## src/rtl/bcd_to_bin_serial.sv

```systemverilog
// Serial packed-BCD to binary converter: one digit per clock, MS digit first,
// using acc*10 = (acc<<3)+(acc<<1). Result and error flag are held until the next conversion.
//   state | meaning
//   IDLE  | waiting for start
//   CONV  | folding one digit per edge into the accumulator
//   DONE  | one-cycle result strobe; a new start is accepted here
module bcd_to_bin_serial #(
  parameter int DIGITS = 3,
  parameter int BIN_W  = 10
) (
  input  logic                clk,
  input  logic                rst,
  input  logic                start,
  input  logic [4*DIGITS-1:0] bcd_in,
  output logic                busy,
  output logic                done,
  output logic [BIN_W-1:0]    bin_out,
  output logic                err
);

  localparam logic [1:0] S_IDLE = 2'd0;
  localparam logic [1:0] S_CONV = 2'd1;
  localparam logic [1:0] S_DONE = 2'd2;

  localparam int CNT_W = (DIGITS > 1) ? $clog2(DIGITS) : 1;
  localparam logic [CNT_W-1:0] CNT_LAST = CNT_W'(DIGITS - 1);

  logic [1:0]          state_q, state_d;
  logic [4*DIGITS-1:0] shreg_q, shreg_d;
  logic [BIN_W-1:0]    acc_q, acc_d;
  logic [CNT_W-1:0]    cnt_q, cnt_d;
  logic                errf_q, errf_d;
  logic [BIN_W-1:0]    bin_q, bin_d;
  logic                err_q, err_d;

  logic [3:0]          digit;
  logic [BIN_W-1:0]    acc_next;
  logic                digit_bad;

  always_comb begin
    digit     = shreg_q[4*DIGITS-1 -: 4];
    digit_bad = (digit > 4'd9);
    // Invalid digits are folded in with their raw value; only the flag reports them.
    acc_next  = (acc_q << 3) + (acc_q << 1) + BIN_W'(digit);

    state_d = state_q;
    shreg_d = shreg_q;
    acc_d   = acc_q;
    cnt_d   = cnt_q;
    errf_d  = errf_q;
    bin_d   = bin_q;
    err_d   = err_q;

    case (state_q)
      S_IDLE, S_DONE: begin
        if (start) begin
          shreg_d = bcd_in;
          acc_d   = '0;
          cnt_d   = '0;
          errf_d  = 1'b0;
          state_d = S_CONV;
        end else begin
          state_d = S_IDLE;
        end
      end
      S_CONV: begin
        acc_d   = acc_next;
        shreg_d = shreg_q << 4;
        cnt_d   = cnt_q + CNT_W'(1);
        errf_d  = errf_q | digit_bad;
        if (cnt_q == CNT_LAST) begin
          bin_d   = acc_next;
          err_d   = errf_q | digit_bad;
          state_d = S_DONE;
        end
      end
      default: state_d = S_IDLE;
    endcase
  end

  always_ff @(posedge clk) begin
    if (rst) begin
      state_q <= S_IDLE;
      shreg_q <= '0;
      acc_q   <= '0;
      cnt_q   <= '0;
      errf_q  <= 1'b0;
      bin_q   <= '0;
      err_q   <= 1'b0;
    end else begin
      state_q <= state_d;
      shreg_q <= shreg_d;
      acc_q   <= acc_d;
      cnt_q   <= cnt_d;
      errf_q  <= errf_d;
      bin_q   <= bin_d;
      err_q   <= err_d;
    end
  end

  assign busy    = (state_q == S_CONV);
  assign done    = (state_q == S_DONE);
  assign bin_out = bin_q;
  assign err     = err_q;

endmodule

```

## config.mk

```make
export PLATFORM = sky130hd
export DESIGN_NAME = bcd_to_bin_serial
export DESIGN_NICKNAME = d
export VERILOG_FILES = /design/src/rtl/bcd_to_bin_serial.sv
export SDC_FILE = /design/constraint.sdc
export NUM_CORES = 1
export LEC_CHECK = 0
export BUFFER_PORTS_ARGS = -buffer_cell sky130_fd_sc_hd__buf_2
export CAP_MARGIN = 30
export CORE_AREA = 3 3 63 65
export DETAILED_ROUTE_END_ITERATION = 6
export DIE_AREA = 0 0 66 68
export HOLD_SLACK_MARGIN = 0.08
export PLACE_DENSITY = 0.75
export SLEW_MARGIN = 20
export SYNTH_ARGS = -nofsm -noshare
export SYNTH_HDL_FRONTEND = slang
export SYNTH_SLANG_ARGS = --single-unit
```

## constraint.sdc

```tcl
create_clock -name clk -period 3.3 [get_ports clk]
set_clock_uncertainty 0.2 [all_clocks]
set_input_delay 0.495 -clock clk [delete_from_list [all_inputs] [get_ports clk]]
set_output_delay 0.495 -clock clk [all_outputs]
set_load 0.01 [all_outputs]
```

==> run summary <==
Comb pwr share -> 15.3%
Worst-case register-to-register setup slack -> 0.86 ns
Unrepaired setup endpoints after global routing -> false
Routability congestion estimate -> 0.8224
Number of cell rows -> 21
Worst rel slew slack -> 53.63%
Overall Global Routing Usage -> 19.11%
Min Tclk post-route -> 2.440 ns
Flip-flop and latch area -> 740.7 sq um
Fraction of final layout cells sized beyond drive strength 1 -> 21.94%
Maximum number of pins on one net before global-route repair -> 38
Hold Fails Final Rpt -> 0
Number of flip-flops and latches in the synthesized netlist -> 37
Count of unresolved DRC violations after routing -> 0
Async SR Flop Fraction -> 0%
Non-filler instance count after layout -> 283
Mean Syn Cell Area -> 9.134 sq um
Origin of the critical flop-to-flop path -> acc_q[2]$_SDFFE_PP0P_
Initial Utilization -> 57.40%
Global-route wire length before repair -> 6548 um
Startpoint kind of the worst setup timing path -> register
Primary FF master, synth -> dfxtp_1
Commonest non-fill, non-tap cells in the layout -> nor2_1 (38), dfxtp_1 (37), buf_2 (27)
Achievable clock frequency -> 409.8 MHz
Gate count after technology mapping -> 213
Slew at the pin closest to its max-slew limit -> 0.6955 ns
Count of antenna diodes in the layout -> 0
Remaining global-route overflow -> 0
Detailed-routing iteration count for the pre-antenna-repair pass -> 4
Capturing point of the worst reg2reg path -> acc_q[5]$_SDFFE_PP0P_
# hold bufs at CTS -> 0
Number of antenna violations at the first check in global routing -> 0
Post-synth top area share -> 38.07%
Number of enable-type register cells in the synthesized netlist -> 0
Cell types occupying the most area after synthesis -> dfxtp_1 (38%), ha_1 (9.6%), nor2_1 (7.3%), a211oi_1 (3.9%), mux2i_1 (3.6%)
Layout Area Growth over Synthesis -> 9.517%
Path depth of the worst reg2reg path -> 8
YS warnings -> 0
Setup violations, final -> 0
Clock power share -> 29.1%
Total power density per cell area -> 404.4 nW/um^2
Clk Latency, worst-skew pair -> 0.36 ns
Max clock buf depth -> 2
Area of the multi-input gates -> 1084 sq um
Switching power share of the total -> 28.02%
WL per Instance -> 13.69 um
Net switching power of the design -> 0.2415 mW
CTS-repair resized insts -> 0
Synth unique cells -> 44
Die ar. -> 4488 sq um
Syn Std Cell Area -> 1946 sq um
Portion of the post-synthesis area used by sequential elements -> 38.07%
CTS clk-pin slew, worst paths -> 0.11 ns
Signal arrival time at the worst endpoint -> 2.46 ns
Sum of routed wire length over all layers -> 3875 um
Total number of clock tree sinks -> 37
IR Drop Worst-Case VDD -> 311.4 uV
Capture endpoint of the worst hold path -> shreg_q[2]$_SDFFE_PP0P_
Via-to-Cell Ratio -> 5.463
Die height -> 68 um
Die Width -> 66 um
CTS tree -> yes
Number of buffers inserted to repair setup after CTS -> 0
Vias in the first global route -> 1467
Share of power burned in registers -> 55.6%
Cell taking the most area after synthesis -> dfxtp_1
Syn_nets -> 245
Area of the core -> 3390 sq um
Final clock period utilization by the worst path -> 73.95%
# port buffers -> 27
Cell internal power dissipation -> 0.6203 mW
Number of placed instances with taps included -> 276
Max Slew Vio Count -> 0
Number of buffers added by the clock tree synthesis step -> 5
Number of max-cap violations -> 0
Total vias in the final route -> 1546
Number of inserted filler cells in the final layout -> 305
Master cell of the clock root buffer -> clkbuf_4
Static leakage power -> 0.9443 nW
Count of cells along the worst hold path -> 3
Remaining antenna violation count -> 0
Number of ports placed on the die boundary -> 28
Final layout net count -> 269
Class of the most critical setup path -> register to register
Hold path startpoint -> bcd_in[2]
Sum of net half-perimeters after detailed placement -> 2786 um
Pre-CTS WS -> 0.8980 ns
Setup tns final -> 0 ns
Iteration-0 DRC count of the detailed router -> 87
Kind of end point of the critical path -> register
WP data required -> 3.32 ns
Leading cell type in the layout, fill and taps excluded -> nor2_1
Status -> complete, no violations
Post-route worst setup slack -> 0.8598 ns
Type of the most critical hold path -> input port to register
Critical path peak fanout -> 3
H-tree depth -> 2
power groups by stage:
stage | sequential, mW | combinational (mW) | clock [mW]
finish | 0.479 | 0.132 | 0.250
global route | 0.482 | 0.151 | 0.267
CTS | 0.479 | 0.133 | 0.255
detailed placement | 0.489 | 0.132 | 0
global placement | 0.489 | 0.131 | 0
floorplan | 0.486 | 0.108 | 0
cells by family after synthesis:
logic type | Yosys count | share of synthesized area [%]
and+or+nand+nor | 71 | 16.85
AOI/OAI and AO/OA | 56 | 22.19
DFF | 37 | 38.07
buffers and inverters | 22 | 6.238
adders and majority gates | 17 | 11.70
muxes | 7 | 3.601
xor gates and xnor gates | 3 | 1.351
synth_stat cells, drive strengths merged (2+ instances only):
cell type,instances
o31ai,3
nand2b,4
dfxtp,37
nor3,3
mux2i,7
nor2,39
nor2b,4
a22oi,8
or2,2
ha,15
o211ai,2
nand2,15
buf,8
clkbuf,4
o2bb2ai,2
fa,2
o21a,2
inv,10
a21oi,12
o22ai,2
a211oi,14
xnor2,3
o21ai,4
layout make-up:
type                    count  area share, %
well taps                  46          2.701
clock buffers               6          2.408
multi-input cells         154          50.85
repair buffers             29          7.046
inverters                  10          1.879
flip-flops and latches     37          34.76
clock inverters             1         0.3523
state kept, by name, summed over array words and instances (netlist names):
register and count:
acc_q 9, cnt_q 2, err 1, shreg_q 12, bin_out 10, state_q 2, errf_q 1
routing by layer:
layer	part of all wire (%)	wire length (um)	GRT usage, %
met3	3.0	116	3.941
met5	0	0	0
met4	2.8	107	9.137
met2	47	1809	32.42
met1	48	1841	23.21
critical path, stage by stage (launching register included):
cell	delay (ns)
dfxtp_1	0.39
inv_1	0.07
fa_1	0.53
inv_1	0.05
ha_1	0.32
a21o_1	0.16
a211o_2	0.33
a32oi_1	0.20
nor2_1	0.05
metrics by stage:
stage / area (sq um) / hold WS [ns] / total power, mW / util (%)
2_1_floorplan: 1946 / 0.2393 / 0.5939 / -
3_3_place_gp: 2072 / 0.2429 / 0.6199 / 61.13
3_5_place_dp: 2072 / 0.2444 / 0.6211 / 61.13
4_1_cts: 2131 / 0.1857 / 0.8670 / 62.86
5_1_grt: 2131 / 0.2319 / 0.9002 / 62.86
6_report: 2131 / 0.1892 / 0.8618 / 62.86
how the worst max path moves through the flow:
| stage | from | end | slack, ns | cells after the start |
|---|---|---|---|---|
| global placement | shreg_q[11]$_SDFFE_PP0P_ | acc_q[5]$_SDFFE_PP0P_ | 0.92 | 8 |
| CTS | acc_q[2]$_SDFFE_PP0P_ | acc_q[5]$_SDFFE_PP0P_ | 0.85 | 8 |
| detailed placement | acc_q[0]$_SDFFE_PP0P_ | acc_q[5]$_SDFFE_PP0P_ | 0.90 | 8 |
| floorplan | shreg_q[11]$_SDFFE_PP0P_ | acc_q[5]$_SDFFE_PP0P_ | 0.99 | 8 |
| finish | acc_q[2]$_SDFFE_PP0P_ | acc_q[5]$_SDFFE_PP0P_ | 0.86 | 8 |
| global route | acc_q[0]$_SDFFE_PP0P_ | bin_out[9]$_SDFFE_PP0P_ | 0.73 | 8 |
No activity file was read; power rests on OpenSTA's default activity.
